$ cat src/rtl/fuzzy_wavelet_bank.sv
// Multi-level Haar wavelet decomposition engine. Samples arrive on an asynchronous strobe
// and cascade through LEVELS approx/detail stages; one channel is muxed onto the output bus.
module fuzzy_wavelet_bank #(
  parameter int DATA_W = 8,
  parameter int LEVELS = 4,
  parameter int SEL_W  = 8
) (
  input  logic              clk,
  input  logic              rst_n,
  input  logic              i_data_clk,
  input  logic [DATA_W-1:0] i_value,
  input  logic [SEL_W-1:0]  i_select_output_channel,
  output logic [DATA_W-1:0] o_multiplexed_wavelet_out,
  output logic              o_active
);

  localparam int NCH = LEVELS + 2;
  localparam logic [DATA_W-1:0] MSB_FLIP = {1'b1, {(DATA_W-1){1'b0}}};

  logic [1:0]        rst_sync_q;
  logic              rst_int_n;
  logic              sync1_q, sync2_q, prev_q, stb_q, stb_d, raw_upd_q;
  logic [DATA_W-1:0] val1_q, val2_q, raw_q;
  logic [DATA_W-1:0] out_q, out_d;
  logic              act_q, act_d;

  // index 0 is the capture front end; index k is stage k
  logic [DATA_W-1:0] approx_w [LEVELS+1];
  logic [DATA_W-1:0] detail_w [LEVELS+1];
  logic              valid_w  [LEVELS+1];
  logic [DATA_W-1:0] chan_w   [NCH];
  logic              upd_w    [NCH];

  // reset asserts asynchronously but releases on a clock edge
  always_ff @(posedge clk or negedge rst_n) begin
    if (!rst_n) rst_sync_q <= 2'b00;
    else        rst_sync_q <= {rst_sync_q[0], 1'b1};
  end
  assign rst_int_n = rst_sync_q[1];

  assign stb_d = sync2_q & ~prev_q;

  always_ff @(posedge clk or negedge rst_int_n) begin
    if (!rst_int_n) begin
      sync1_q   <= 1'b0;
      sync2_q   <= 1'b0;
      prev_q    <= 1'b0;
      stb_q     <= 1'b0;
      val1_q    <= '0;
      val2_q    <= '0;
      raw_q     <= '0;
      raw_upd_q <= 1'b0;
    end else begin
      sync1_q   <= i_data_clk;
      sync2_q   <= sync1_q;
      prev_q    <= sync2_q;
      stb_q     <= stb_d;
      val1_q    <= i_value;
      val2_q    <= val1_q;
      raw_upd_q <= stb_q;
      if (stb_q) raw_q <= val2_q;
    end
  end

  assign approx_w[0] = val2_q;
  assign detail_w[0] = '0;
  assign valid_w[0]  = stb_q;

  for (genvar k = 1; k <= LEVELS; k++) begin : g_stage
    logic [DATA_W-1:0] a_q, apx_q, det_q;
    logic              ph_q, vld_q;
    logic [DATA_W:0]   sum_w, diff_w;
    logic [DATA_W-1:0] in_w;
    logic              in_stb_w;

    assign in_w     = approx_w[k-1];
    assign in_stb_w = valid_w[k-1];
    assign sum_w    = {1'b0, a_q} + {1'b0, in_w};
    assign diff_w   = {1'b0, a_q} - {1'b0, in_w};

    always_ff @(posedge clk or negedge rst_int_n) begin
      if (!rst_int_n) begin
        a_q   <= '0;
        apx_q <= '0;
        det_q <= '0;
        ph_q  <= 1'b0;
        vld_q <= 1'b0;
      end else begin
        vld_q <= 1'b0;
        if (in_stb_w) begin
          if (!ph_q) begin
            a_q  <= in_w;
            ph_q <= 1'b1;
          end else begin
            apx_q <= DATA_W'(sum_w >> 1);
            // signed floor-halved difference stored as offset binary
            det_q <= DATA_W'($signed(diff_w) >>> 1) ^ MSB_FLIP;
            ph_q  <= 1'b0;
            vld_q <= 1'b1;
          end
        end
      end
    end

    assign approx_w[k] = apx_q;
    assign detail_w[k] = det_q;
    assign valid_w[k]  = vld_q;
    assign chan_w[k]   = det_q;
    assign upd_w[k]    = vld_q;
  end

  assign chan_w[0]     = raw_q;
  assign upd_w[0]      = raw_upd_q;
  assign chan_w[NCH-1] = approx_w[LEVELS];
  assign upd_w[NCH-1]  = valid_w[LEVELS];

  always_comb begin
    out_d = '0;
    act_d = 1'b0;
    for (int i = 0; i < NCH; i++) begin
      if (i_select_output_channel == SEL_W'(i)) begin
        out_d = chan_w[i];
        act_d = upd_w[i];
      end
    end
  end

  always_ff @(posedge clk or negedge rst_int_n) begin
    if (!rst_int_n) begin
      out_q <= '0;
      act_q <= 1'b0;
    end else begin
      out_q <= out_d;
      act_q <= act_d;
    end
  end

  assign o_multiplexed_wavelet_out = out_q;
  assign o_active                  = act_q;

endmodule

$ cat config.mk
export PLATFORM = sky130hd
export DESIGN_NAME = fuzzy_wavelet_bank
export DESIGN_NICKNAME = d
export VERILOG_FILES = /design/src/rtl/fuzzy_wavelet_bank.sv
export SDC_FILE = /design/constraint.sdc
export NUM_CORES = 1
export LEC_CHECK = 0
export CORE_MARGIN = 3
export CORE_UTILIZATION = 62
export CTS_CLUSTER_SIZE = 12
export DETAILED_ROUTE_END_ITERATION = 16
export PLACE_DENSITY = 0.81
export SKIP_CTS_REPAIR_TIMING = 1
export SYNTH_ARGS = -nofsm -noshare
export SYNTH_HDL_FRONTEND = slang
export SYNTH_SLANG_ARGS = --single-unit
$ cat constraint.sdc
create_clock -name clk -period 5.9 [get_ports clk]
set_clock_uncertainty 0.1 [all_clocks]
set_input_delay 1.77 -clock clk [delete_from_list [all_inputs] [get_ports clk]]
set_output_delay 1.77 -clock clk [all_outputs]
set_load 0.05 [all_outputs]
Word-level counts from Yosys, hierarchy flattened. Index checks and enable logic that the tools add are counted.

Bits of input ports: 19. Logic and storage cells: 87. Output and inout port bits: 9. Bits in registers: 144.

Reductions and logical operators: 9. Muxes and demuxes: 24. Bitwise operators: 10. Add/subtract/negate cells: 8. Equal/unequal tests: 5.

Operators with widths (count): $mux W8 (6); $add A8 B8 Y9 (4); $sub A8 B8 Y9 (4); $mux W1 (18); $eq A8 B2 Y1 const B (2); $eq A8 B3 Y1 const B (2); $reduce_and A2 Y1 (8); $not A1 Y1 (9); $eq A8 B1 Y1 const B (1); $logic_not A8 Y1 (1); $and A1 B1 Y1 (1).

Depth between registers and ports, before layout. Gate-level depths: netlist of run 1.

Depth in word-level cells: 7. Gate-level depth with buffers: 8. Mapped depth without buffers: 7.

Worst setup path after synthesis of run 1. Ideal clock, no wire load.

Kind: input -> register. From: in i_select_output_channel[4]. To: reg out_q[0] (netlist: o_multiplexed_wavelet_out[0]). Arrival: 3037 ps. Required time: 5678 ps. Setup time: 122 ps. Path slack: 2641 ps. Path buffers: 0. Stages: 5. Cell sequence: or4_4 > nor4b_4 > nand2_2 > nor2_1 > a21oi_1.

Longest elaborated chain between the ends: 7. Elaborated cells between the ends (all ways): 12. Classes of those cells: eq/ne (5); mux (6); reduce/logical (1).

RTL lines: from (decl) (RTL line 12) `input logic [SEL_W-1:0] i_select_output_channel,`; $logic_not A8 Y1 (RTL line 121) `if (i_select_output_channel == SEL_W'(i)) begin`; $mux W8 (5 in a row) (RTL line 121); $mux W8 * (RTL line 121); net out_d[0] (RTL line 24) `logic [DATA_W-1:0] out_q, out_d;`; to (signal assigned) (RTL line 133) `out_q <= out_d;`; to (decl) (RTL line 24).

The timed path passes the listed nets; every way through them passes the cells marked *. A chain may end at the register's enable or synchronous reset.

Final worst setup path of run 1.
From: in i_select_output_channel[4]. To: reg out_q[2] (netlist: o_multiplexed_wavelet_out[2]).

The elaborated chain is that of the path after synthesis.

==> results.py, run 1 <==
metrics = {
    "status": {
        "outcome": "finished, final reports clean",
    },
    "critical_path": {
        "cp_top_family": "simple AND/OR/NAND/NOR gates",
        "crit_arrival_ns": 3.77,
        "cp_num_buf_inv": 1,
        "crit_type": "input pin to flip-flop",
        "critPathSlowestCell": "nor4b_4",
        "path_cells": "clkdlybuf4s50_1 > or4_4 > nor4b_4 > nand2_2 > nor2_1 > a21oi_1",
        "slowest_delay_ns": 0.57,
        "worst-endpoint-required_ns": 6.11,
        "cp-start-kind": "input pin",
        "critical_path.max_fanout": 10,
        "cp-end-kind": "flip-flop",
    },
    "clock_network": {
        "cts.path.max_buffers": 2,
        "numCtsBuffers": 17,
        "cts_root_buffer": "clkbuf_16",
        "clkLatencyLatePin_ns": 0.44,
        "clock_sinks": 144,
        "htree_levels": 4,
        "path_clk_slew_ns": 0.06,
        "tritoncts": "built",
    },
    "timing": {
        "tns_ns": 0,
        "hold_viol": 0,
        "period_minus_slack_ns": 3.56,
        "slew_viol_final": 0,
        "fin_crit_sh_pct": 60.3,
        "setup_violations": 0,
        "rsz0062_at_grt": "no",
        "relSlewSlack_pct": 39.2,
        "tightest_slew_ns": 0.909,
        "max_freq_mhz": 281,
    },
    "power": {
        "seq_power_share_pct": 33.3,
        "p_per_area_mw_per_mm2": 556,
        "ir_drop_v": 0.000322,
        "p_leak_nw": 4.03,
        "switching_share_pct": 40.3,
        "net-switching-power_w": 0.00196,
        "p_clk_share_pct": 23.9,
        "internal-power_w": 0.00291,
        "pwr-share-comb_pct": 42.8,
    },
    "synth": {
        "ys_seq_area_share_pct": 46.4,
        "synth_edf_count": 0,
        "synth_cell_types": 47,
        "netlist_area_mm2": 0.00776,
        "yosys.area.top_type": "dfrtp_1",
        "synth_warnings": 0,
        "async_flop_share_pct": 100,
        "synthFlopType": "dfrtp_1",
        "synth_top_area_share_pct": 46.4,
        "synthCells": 772,
        "yosys-top-cells-area": "dfrtp_1 46%, ha_1 9.0%, o21ai_1 5.2%, nand2_1 4.3%, mux4_2 2.6%",
        "synth-seq-cells": 144,
        "syn_nets": 855,
        "syn_avg_cell_area_um2": 10.1,
    },
    "layout": {
        "layout_common_cells": "143 x dfrtp_1, 89 x nand2_1, 81 x o21ai_1, 56 x ha_1, 53 x nor2_1",
        "stdcell_area_mm2": 0.00876,
        "area_delta_synth_final_pct": 12.9,
        "mostFrequentLayoutCell": "dfrtp_1",
        "n_antenna_cell": 0,
        "drive_above_1_share_pct": 8.01,
        "fin_nets": 869,
    },
    "floorplanning": {
        "rows": 40,
        "core_area_mm2": 0.0121,
        "start_util_pct": 64.1,
        "die_h_um": 118,
        "die_area_mm2": 0.0139,
        "dieWidth_um": 118,
        "design.portCount": 28,
    },
    "detailed_routing": {
        "vias": 5848,
        "antenna_left": 0,
        "dr.pass1.iters": 5,
        "first_iter_violations": 516,
        "drcViolationCount": 0,
        "wire_per_inst_um": 18.5,
        "wl_mm": 17.8,
        "via_per_inst": 6.05,
    },
    "place": {
        "gp_congestion": 0.907,
        "placed_area_mm2": 0.00813,
        "io_buffers": 27,
        "dp_hpwl_mm": 12.7,
    },
    "hold_path": {
        "hold_class": "flip-flop to flip-flop",
    },
    "grt": {
        "grt_max_degree": 75,
        "antenna_found_initial": 0,
        "gr-total-overflow": 0,
        "grt_pass1_vias": 5782,
        "grt.total_usage_pct": 26.8,
        "grt_first_pass_wirelength_mm": 29.7,
    },
    "job": {
        "cap_viol_max_count": 0,
    },
}
per-layer routing:
| metal | up-vias | GRT usage, % | part of all wire [%] |
|---|---|---|---|
| met1 | 2898 | 35.6 | 44 |
| li1 | 2720 | - | - |
| met3 | 39 | 5.38 | 4.8 |
| met5 | - | 0 | 0 |
| met4 | 0 | 11.3 | 2.8 |
| met2 | 191 | 43.3 | 49 |
sequential cells by signal, indices dropped and copies added, names as in the netlist, 2 cells and up:
signal and flops:
g_stage.in_w 8, g_stage.vld_q 4, g_stage.det_q 32, val1_q 8, rst_sync_q 2, o_multiplexed_wavelet_out 8, g_stage.a_q 32, g_stage.ph_q 4
g_stage.apx_q 32, raw_q 8
per-stage QoR:
step           total power [W]  hold WS [ns]  worst slack [ns]  util (%)  std cells
3_3_place_gp           0.00355         0.232              2.07      67.1        935
4_1_cts                0.00485         0.246              2.36      72.4        967
3_5_place_dp           0.00365         0.235              1.96      67.1        935
5_1_grt                0.00519         0.251              2.23      72.4        967
2_1_floorplan          0.00311         0.231              1.49         -        772
6_report               0.00487         0.244              2.34      72.4        967
logic make-up after synthesis:
kind of cell,synth area share (%)
buffers and inverters,4.19
XOR/XNOR,3.05
multiplexers,5.79
adder cells (fa/ha/maj),11.1
flip-flops,46.4
AND/OR/NAND/NOR,12.9
AO/OA/AOI/OAI,16.5
other,0.0483
cell usage after synthesis, types with 3 or more instances:
| library cell | number |
|---|---|
| o21a_1 | 8 |
| or4_1 | 4 |
| clkbuf_1 | 31 |
| a31oi_1 | 9 |
| nand2b_1 | 9 |
| o22ai_1 | 5 |
| a22o_1 | 3 |
| and4_1 | 4 |
| inv_1 | 45 |
| a211oi_1 | 8 |
| ha_1 | 56 |
| xor2_1 | 15 |
| nor2_1 | 53 |
| xnor2_1 | 12 |
| nor3_1 | 7 |
| and2_1 | 7 |
| or3_1 | 15 |
| inv_2 | 8 |
| nor2b_1 | 9 |
| o21ai_0 | 6 |
| mux2_1 | 14 |
| a21o_1 | 8 |
| mux4_2 | 9 |
| mux2_2 | 7 |
| o21bai_1 | 10 |
| a221oi_1 | 10 |
| nand2_1 | 89 |
| dfrtp_1 | 144 |
| nand3_1 | 12 |
| o21ai_1 | 81 |
| fa_1 | 8 |
| o31a_1 | 11 |
| a21oi_1 | 33 |
| o211ai_1 | 5 |
area by class of cell:
| type | count | area [µm²] |
|---|---|---|
| Clock buffer | 21 | 460 |
| Clock inverter | 11 | 176 |
| Fill cell | 849 | 3350 |
| Inverter | 53 | 199 |
| Multi-Input combinational cell | 542 | 3830 |
| Sequential cell | 144 | 3610 |
| Tap cell | 168 | 210 |
| Timing Repair Buffer | 28 | 278 |
power by group through the flow:
stage	clock [W]	combinational (W)	sequential, W
global placement	0	0.00194	0.00161
floorplan	0	0.00160	0.00151
finish	0.00116	0.00209	0.00162
CTS	0.00117	0.00206	0.00162
detailed placement	0	0.00202	0.00163
global route	0.00122	0.00231	0.00166
final timing paths:
path                                               startpoint                                     end  slack (ns)  cells past startpoint
worst min register to register            val1_q[2]$_DFF_PN0_            g_stage[1].in_w[2]$_DFF_PN0_        0.24                      0
max in group asynchronous             rst_sync_q[1]$_DFF_PN0_             g_stage[4].ph_q$_DFFE_PN0P_        3.89                      1
worst max register to register  g_stage[1].in_stb_w$_DFF_PN0_         g_stage[1].det_q[4]$_DFFE_PN0P_        3.38                      5
worst max-delay path               i_select_output_channel[4]  o_multiplexed_wavelet_out[2]$_DFF_PN0_        2.34                      6
min in group asynchronous             rst_sync_q[1]$_DFF_PN0_         g_stage[3].apx_q[7]$_DFFE_PN0P_        0.36                      0
worst min-delay path                      val1_q[2]$_DFF_PN0_            g_stage[1].in_w[2]$_DFF_PN0_        0.24                      0
Note: power is estimated with default switching activity, not from simulation.
==> run 2, diff against run 1 <==
clock period = 3.34 ns   (was 5.9 ns; I/O delays follow)
==> results.py, run 2 (synthesized netlist as in run 1, its figures left out) <==
metrics = {
    "detailed_routing": {
        "via_per_inst": 6.03,
        "wire_per_inst_um": 17.7,
        "antenna_left": 0,
        "vias": 5856,
        "drcViolationCount": 0,
        "first_iter_violations": 561,
        "dr.pass1.iters": 5,
        "wl_mm": 17.2,
    },
    "floorplanning": {
        "rows": 40,
        "core_area_mm2": 0.0121,
        "die_area_mm2": 0.0139,
        "dieWidth_um": 118,
        "die_h_um": 118,
        "design.portCount": 28,
        "start_util_pct": 64.1,
    },
    "grt": {
        "grt.total_usage_pct": 26.2,
        "grt_max_degree": 85,
        "grt_pass1_vias": 6013,
        "antenna_found_initial": 0,
        "gr-total-overflow": 0,
        "grt_first_pass_wirelength_mm": 29.4,
    },
    "place": {
        "dp_hpwl_mm": 12.5,
        "io_buffers": 27,
        "dp_worst_setup_slack_ns": 0.192,
        "gp_congestion": 0.901,
        "placed_area_mm2": 0.00817,
    },
    "layout": {
        "mostFrequentLayoutCell": "dfrtp_1",
        "area_delta_synth_final_pct": 12.7,
        "n_antenna_cell": 0,
        "stdcell_area_mm2": 0.00874,
        "top_regs": "g_stage.a_q (32), g_stage.apx_q (32), g_stage.det_q (32)",
        "drive_above_1_share_pct": 8.72,
        "num-fill-cells": 852,
        "fin_nets": 873,
        "layout_common_cells": "143 x dfrtp_1, 89 x nand2_1, 81 x o21ai_1, 56 x ha_1, 53 x nor2_1",
    },
    "clock_network": {
        "path_clk_slew_ns": 0.06,
        "htree_levels": 4,
        "clkLatencyLatePin_ns": 0.42,
        "tritoncts": "built",
        "numCtsBuffers": 17,
        "cts.path.max_buffers": 2,
        "clock_sinks": 144,
        "cts_root_buffer": "clkbuf_16",
    },
    "job": {
        "cap_viol_max_count": 0,
    },
    "critical_path": {
        "cp-end-kind": "flip-flop",
        "critical_path.max_fanout": 10,
        "crit_arrival_ns": 2.92,
        "crit_type": "input pin to flip-flop",
        "cp-start-kind": "input pin",
        "worst-endpoint-required_ns": 3.54,
    },
    "timing": {
        "rsz0062_at_grt": "no",
        "slew_viol_final": 0,
        "max_freq_mhz": 367,
        "setup_violations": 0,
        "tns_ns": 0,
        "period_minus_slack_ns": 2.73,
        "tightest_slew_ns": 0.763,
        "hold_viol": 0,
        "relSlewSlack_pct": 49.0,
        "setup_slack_ns": 0.615,
        "fin_crit_sh_pct": 81.6,
    },
    "power": {
        "seq_power_share_pct": 33.9,
        "p_clk_share_pct": 21.7,
        "p_leak_nw": 4.02,
        "internal-power_w": 0.00491,
        "pwr-share-comb_pct": 44.5,
        "ir_drop_v": 0.000571,
        "p_per_area_mw_per_mm2": 956,
        "switching_share_pct": 41.3,
        "net-switching-power_w": 0.00345,
    },
    "status": {
        "outcome": "finished, final reports clean",
    },
    "hold_path": {
        "hold_class": "flip-flop to asynchronous set/reset pin",
    },
}
[run 2: changes by cell type in the layout (fill, tap and decap cells not counted), sizes merged]
cell,change
clkinv,+4
clkinvlp,+2
bufinv,-3
buf,+4
clkbuf,-3
[run 2: worst paths after layout]
path | cells after the start | slack [ns] | start | end
hold / removal | 0 | 0.13 | rst_sync_q[1]$_DFF_PN0_ | g_stage[4].a_q[2]$_DFFE_PN0P_
max in group asynchronous | 1 | 2.26 | rst_sync_q[1]$_DFF_PN0_ | o_multiplexed_wavelet_out[1]$_DFF_PN0_
setup / recovery | 6 | 0.61 | i_select_output_channel[4] | o_multiplexed_wavelet_out[5]$_DFF_PN0_
hold reg to reg | 0 | 0.13 | rst_sync_q[1]$_DFF_PN0_ | g_stage[4].a_q[2]$_DFFE_PN0P_
min in group clk | 0 | 0.24 | val1_q[6]$_DFF_PN0_ | g_stage[1].in_w[6]$_DFF_PN0_
setup reg to reg | 7 | 0.89 | g_stage[1].in_w[1]$_DFF_PN0_ | g_stage[1].apx_q[6]$_DFFE_PN0P_
[run 2: cell type report]
cell class / instances / area, µm² / area share, %
sequential: 144 / 3610 / 41.3
multi-input combinational: 542 / 3830 / 43.8
clock buffer: 18 / 439 / 5.02
tap: 168 / 210 / 2.40
timing repair buffer: 32 / 320 / 3.66
clock inverter: 14 / 135 / 1.55
inverter: 53 / 199 / 2.28
[run 2: critical path: stages]
cell	delay, ns
clkdlybuf4s50_1	0.40
or4_4	0.56
nor4b_4	0.55
nand2_2	0.18
nor2_1	0.15
a21oi_1	0.07
[run 2: power by group through the flow]
stage	Combinational (W)	Sequential, W	Clock (W)
CTS	0.00367	0.00283	0.00182
detailed placement	0.00359	0.00285	0
floorplan	0.00282	0.00267	0
finish	0.00372	0.00283	0.00181
global route	0.00413	0.00291	0.00193
global placement	0.00344	0.00282	0
[run 2: per-stage QoR]
step | utilization [%] | std cells | hold WS [ns] | power [W]
CTS | 72.2 | 971 | 0.142 | 0.00832
detailed placement | 67.5 | 939 | 0.140 | 0.00644
floorplan | - | 772 | 0.231 | 0.00549
global route | 72.2 | 971 | 0.158 | 0.00897
global placement | 67.5 | 939 | 0.141 | 0.00627
finish | 72.2 | 971 | 0.129 | 0.00836
[run 2: metal layers]
metal / vias to the layer above / track usage (%) / wire length (µm)
met2: 189 / 42.3 / 8440
met1: 2904 / 34.7 / 7390
met5: - / 0 / 0
li1: 2733 / - / -
met4: 0 / 8.50 / 332
met3: 30 / 6.87 / 1060
==> run 3, diff against run 2 <==
clock period = 2.6 ns   (was 3.34 ns; I/O delays follow)
==> results.py, run 3 (synthesized netlist as in run 1, its figures left out) <==
metrics = {
    "critical_path": {
        "critical_path.max_fanout": 1,
        "cp-start-kind": "flip-flop",
        "crit_arrival_ns": 1.57,
        "crit_type": "flip-flop to output port",
        "cp-end-kind": "output port",
        "worst-endpoint-required_ns": 1.72,
        "slowest_delay_ns": 0.82,
        "cp_num_buf_inv": 1,
        "path_cells": "clkdlybuf4s50_1",
        "cp_top_family": "buffers and inverters",
        "critPathSlowestCell": "clkdlybuf4s50_1",
    },
    "clock_network": {
        "cts.path.max_buffers": 2,
        "numCtsBuffers": 17,
        "clock_sinks": 144,
        "htree_levels": 4,
        "clkLatencyLatePin_ns": 0.42,
        "path_clk_slew_ns": 0.06,
        "tritoncts": "built",
        "cts_root_buffer": "clkbuf_16",
    },
    "detailed_routing": {
        "wl_mm": 17.4,
        "vias": 5889,
        "first_iter_violations": 582,
        "antenna_left": 0,
        "drcViolationCount": 0,
        "wire_per_inst_um": 17.8,
        "via_per_inst": 6.02,
        "dr.pass1.iters": 6,
    },
    "layout": {
        "mostFrequentLayoutCell": "dfrtp_1",
        "n_antenna_cell": 0,
        "fin_nets": 881,
        "drive_above_1_share_pct": 9.49,
        "layout_common_cells": "143 x dfrtp_1, 89 x nand2_1, 81 x o21ai_1, 56 x ha_1, 53 x nor2_1",
        "area_delta_synth_final_pct": 14.4,
        "top_regs": "g_stage.a_q (32), g_stage.apx_q (32), g_stage.det_q (32)",
    },
    "timing": {
        "relSlewSlack_pct": 49.0,
        "setup_violations": 0,
        "tightest_slew_ns": 0.765,
        "period_minus_slack_ns": 2.45,
        "setup_slack_ns": 0.150,
        "slew_viol_final": 0,
        "fin_crit_sh_pct": 94.2,
        "max_freq_mhz": 408,
        "rsz0062_at_grt": "no",
        "hold_viol": 0,
    },
    "grt": {
        "grt.total_usage_pct": 26.9,
        "grt_pass1_vias": 5902,
        "gr-total-overflow": 0,
        "grt_max_degree": 52,
        "antenna_found_initial": 0,
        "grt_first_pass_wirelength_mm": 29.7,
    },
    "power": {
        "net-switching-power_w": 0.00445,
        "p_clk_share_pct": 23.3,
        "seq_power_share_pct": 32.8,
        "ir_drop_v": 0.000643,
        "pwr-share-comb_pct": 43.8,
        "p_per_area_mw_per_mm2": 1250,
        "switching_share_pct": 40.2,
        "p_leak_nw": 4.10,
        "power.total_w": 0.0111,
        "internal-power_w": 0.00662,
    },
    "floorplanning": {
        "design.portCount": 28,
        "dieWidth_um": 118,
        "die_area_mm2": 0.0139,
        "rows": 40,
        "die_h_um": 118,
        "start_util_pct": 64.1,
        "core_area_mm2": 0.0121,
    },
    "place": {
        "dp_worst_setup_slack_ns": -0.121,
        "gp_congestion": 0.941,
        "io_buffers": 27,
        "dp_hpwl_mm": 12.7,
    },
    "job": {
        "cap_viol_max_count": 0,
    },
    "hold_path": {
        "hold_class": "flip-flop to asynchronous set/reset pin",
    },
    "status": {
        "outcome": "finished, final reports clean",
    },
}
-- run 3: changes by cell type in the layout (fill, tap and decap cells not counted), sizes merged --
cell      previous run  this run
bufinv               1         4
clkinvlp             3         2
clkinv               7         5
inv                 56        55
clkbuf              18        19
buf                  5        13
-- run 3: power groups by stage --
stage | combinational (W) | clock, W | sequential, W
2_1_floorplan | 0.00363 | 0 | 0.00343
3_3_place_gp | 0.00450 | 0 | 0.00362
3_5_place_dp | 0.00469 | 0 | 0.00366
4_1_cts | 0.00478 | 0.00261 | 0.00363
5_1_grt | 0.00536 | 0.00274 | 0.00372
6_report | 0.00486 | 0.00259 | 0.00364
-- run 3: path summary, 6_finish.rpt --
kind / start / endpoint / slack (ns) / cells past startpoint
setup / recovery: o_multiplexed_wavelet_out[4]$_DFF_PN0_ / o_multiplexed_wavelet_out[4] / 0.15 / 1
hold / removal: rst_sync_q[1]$_DFF_PN0_ / g_stage[3].apx_q[3]$_DFFE_PN0P_ / 0.23 / 0
setup reg to reg: g_stage[3].apx_q[2]$_DFFE_PN0P_ / g_stage[4].apx_q[4]$_DFFE_PN0P_ / 0.19 / 7
hold reg to reg: rst_sync_q[1]$_DFF_PN0_ / g_stage[3].apx_q[3]$_DFFE_PN0P_ / 0.23 / 0
max in group asynchronous: rst_sync_q[1]$_DFF_PN0_ / raw_q[1]$_DFFE_PN0P_ / 1.48 / 1
min in group clk: val1_q[2]$_DFF_PN0_ / g_stage[1].in_w[2]$_DFF_PN0_ / 0.25 / 0
-- run 3: area by class of cell --
cell class | instances | area (µm²)
clock buffers | 19 | 443
well taps | 168 | 210
clock inverters | 13 | 185
flip-flops and latches | 144 | 3610
repair buffers | 40 | 405
fillers | 864 | 3230
inverters | 53 | 199
multi-input cells | 542 | 3830
-- run 3: layer usage --
metal	vias to the layer above	GRT usage (%)	part of all wire, %
met5	-	0	0
met4	0	9.89	2.4
met3	40	7.11	6.5
met2	212	42.5	48
met1	2895	36.0	43
li1	2742	-	-
-- run 3: per-stage QoR --
stage	utilization, %	instances	cell area [µm²]	hold slack [ns]	TNS [ns]
after floorplan	-	772	7760	0.231	0
after global placement	68.2	947	8260	0.233	-0.241
after detailed placement	68.2	947	8260	0.235	-0.565
after CTS	73.3	979	8880	0.245	0
after global routing	73.3	979	8880	0.249	0
final	73.3	979	8880	0.234	0
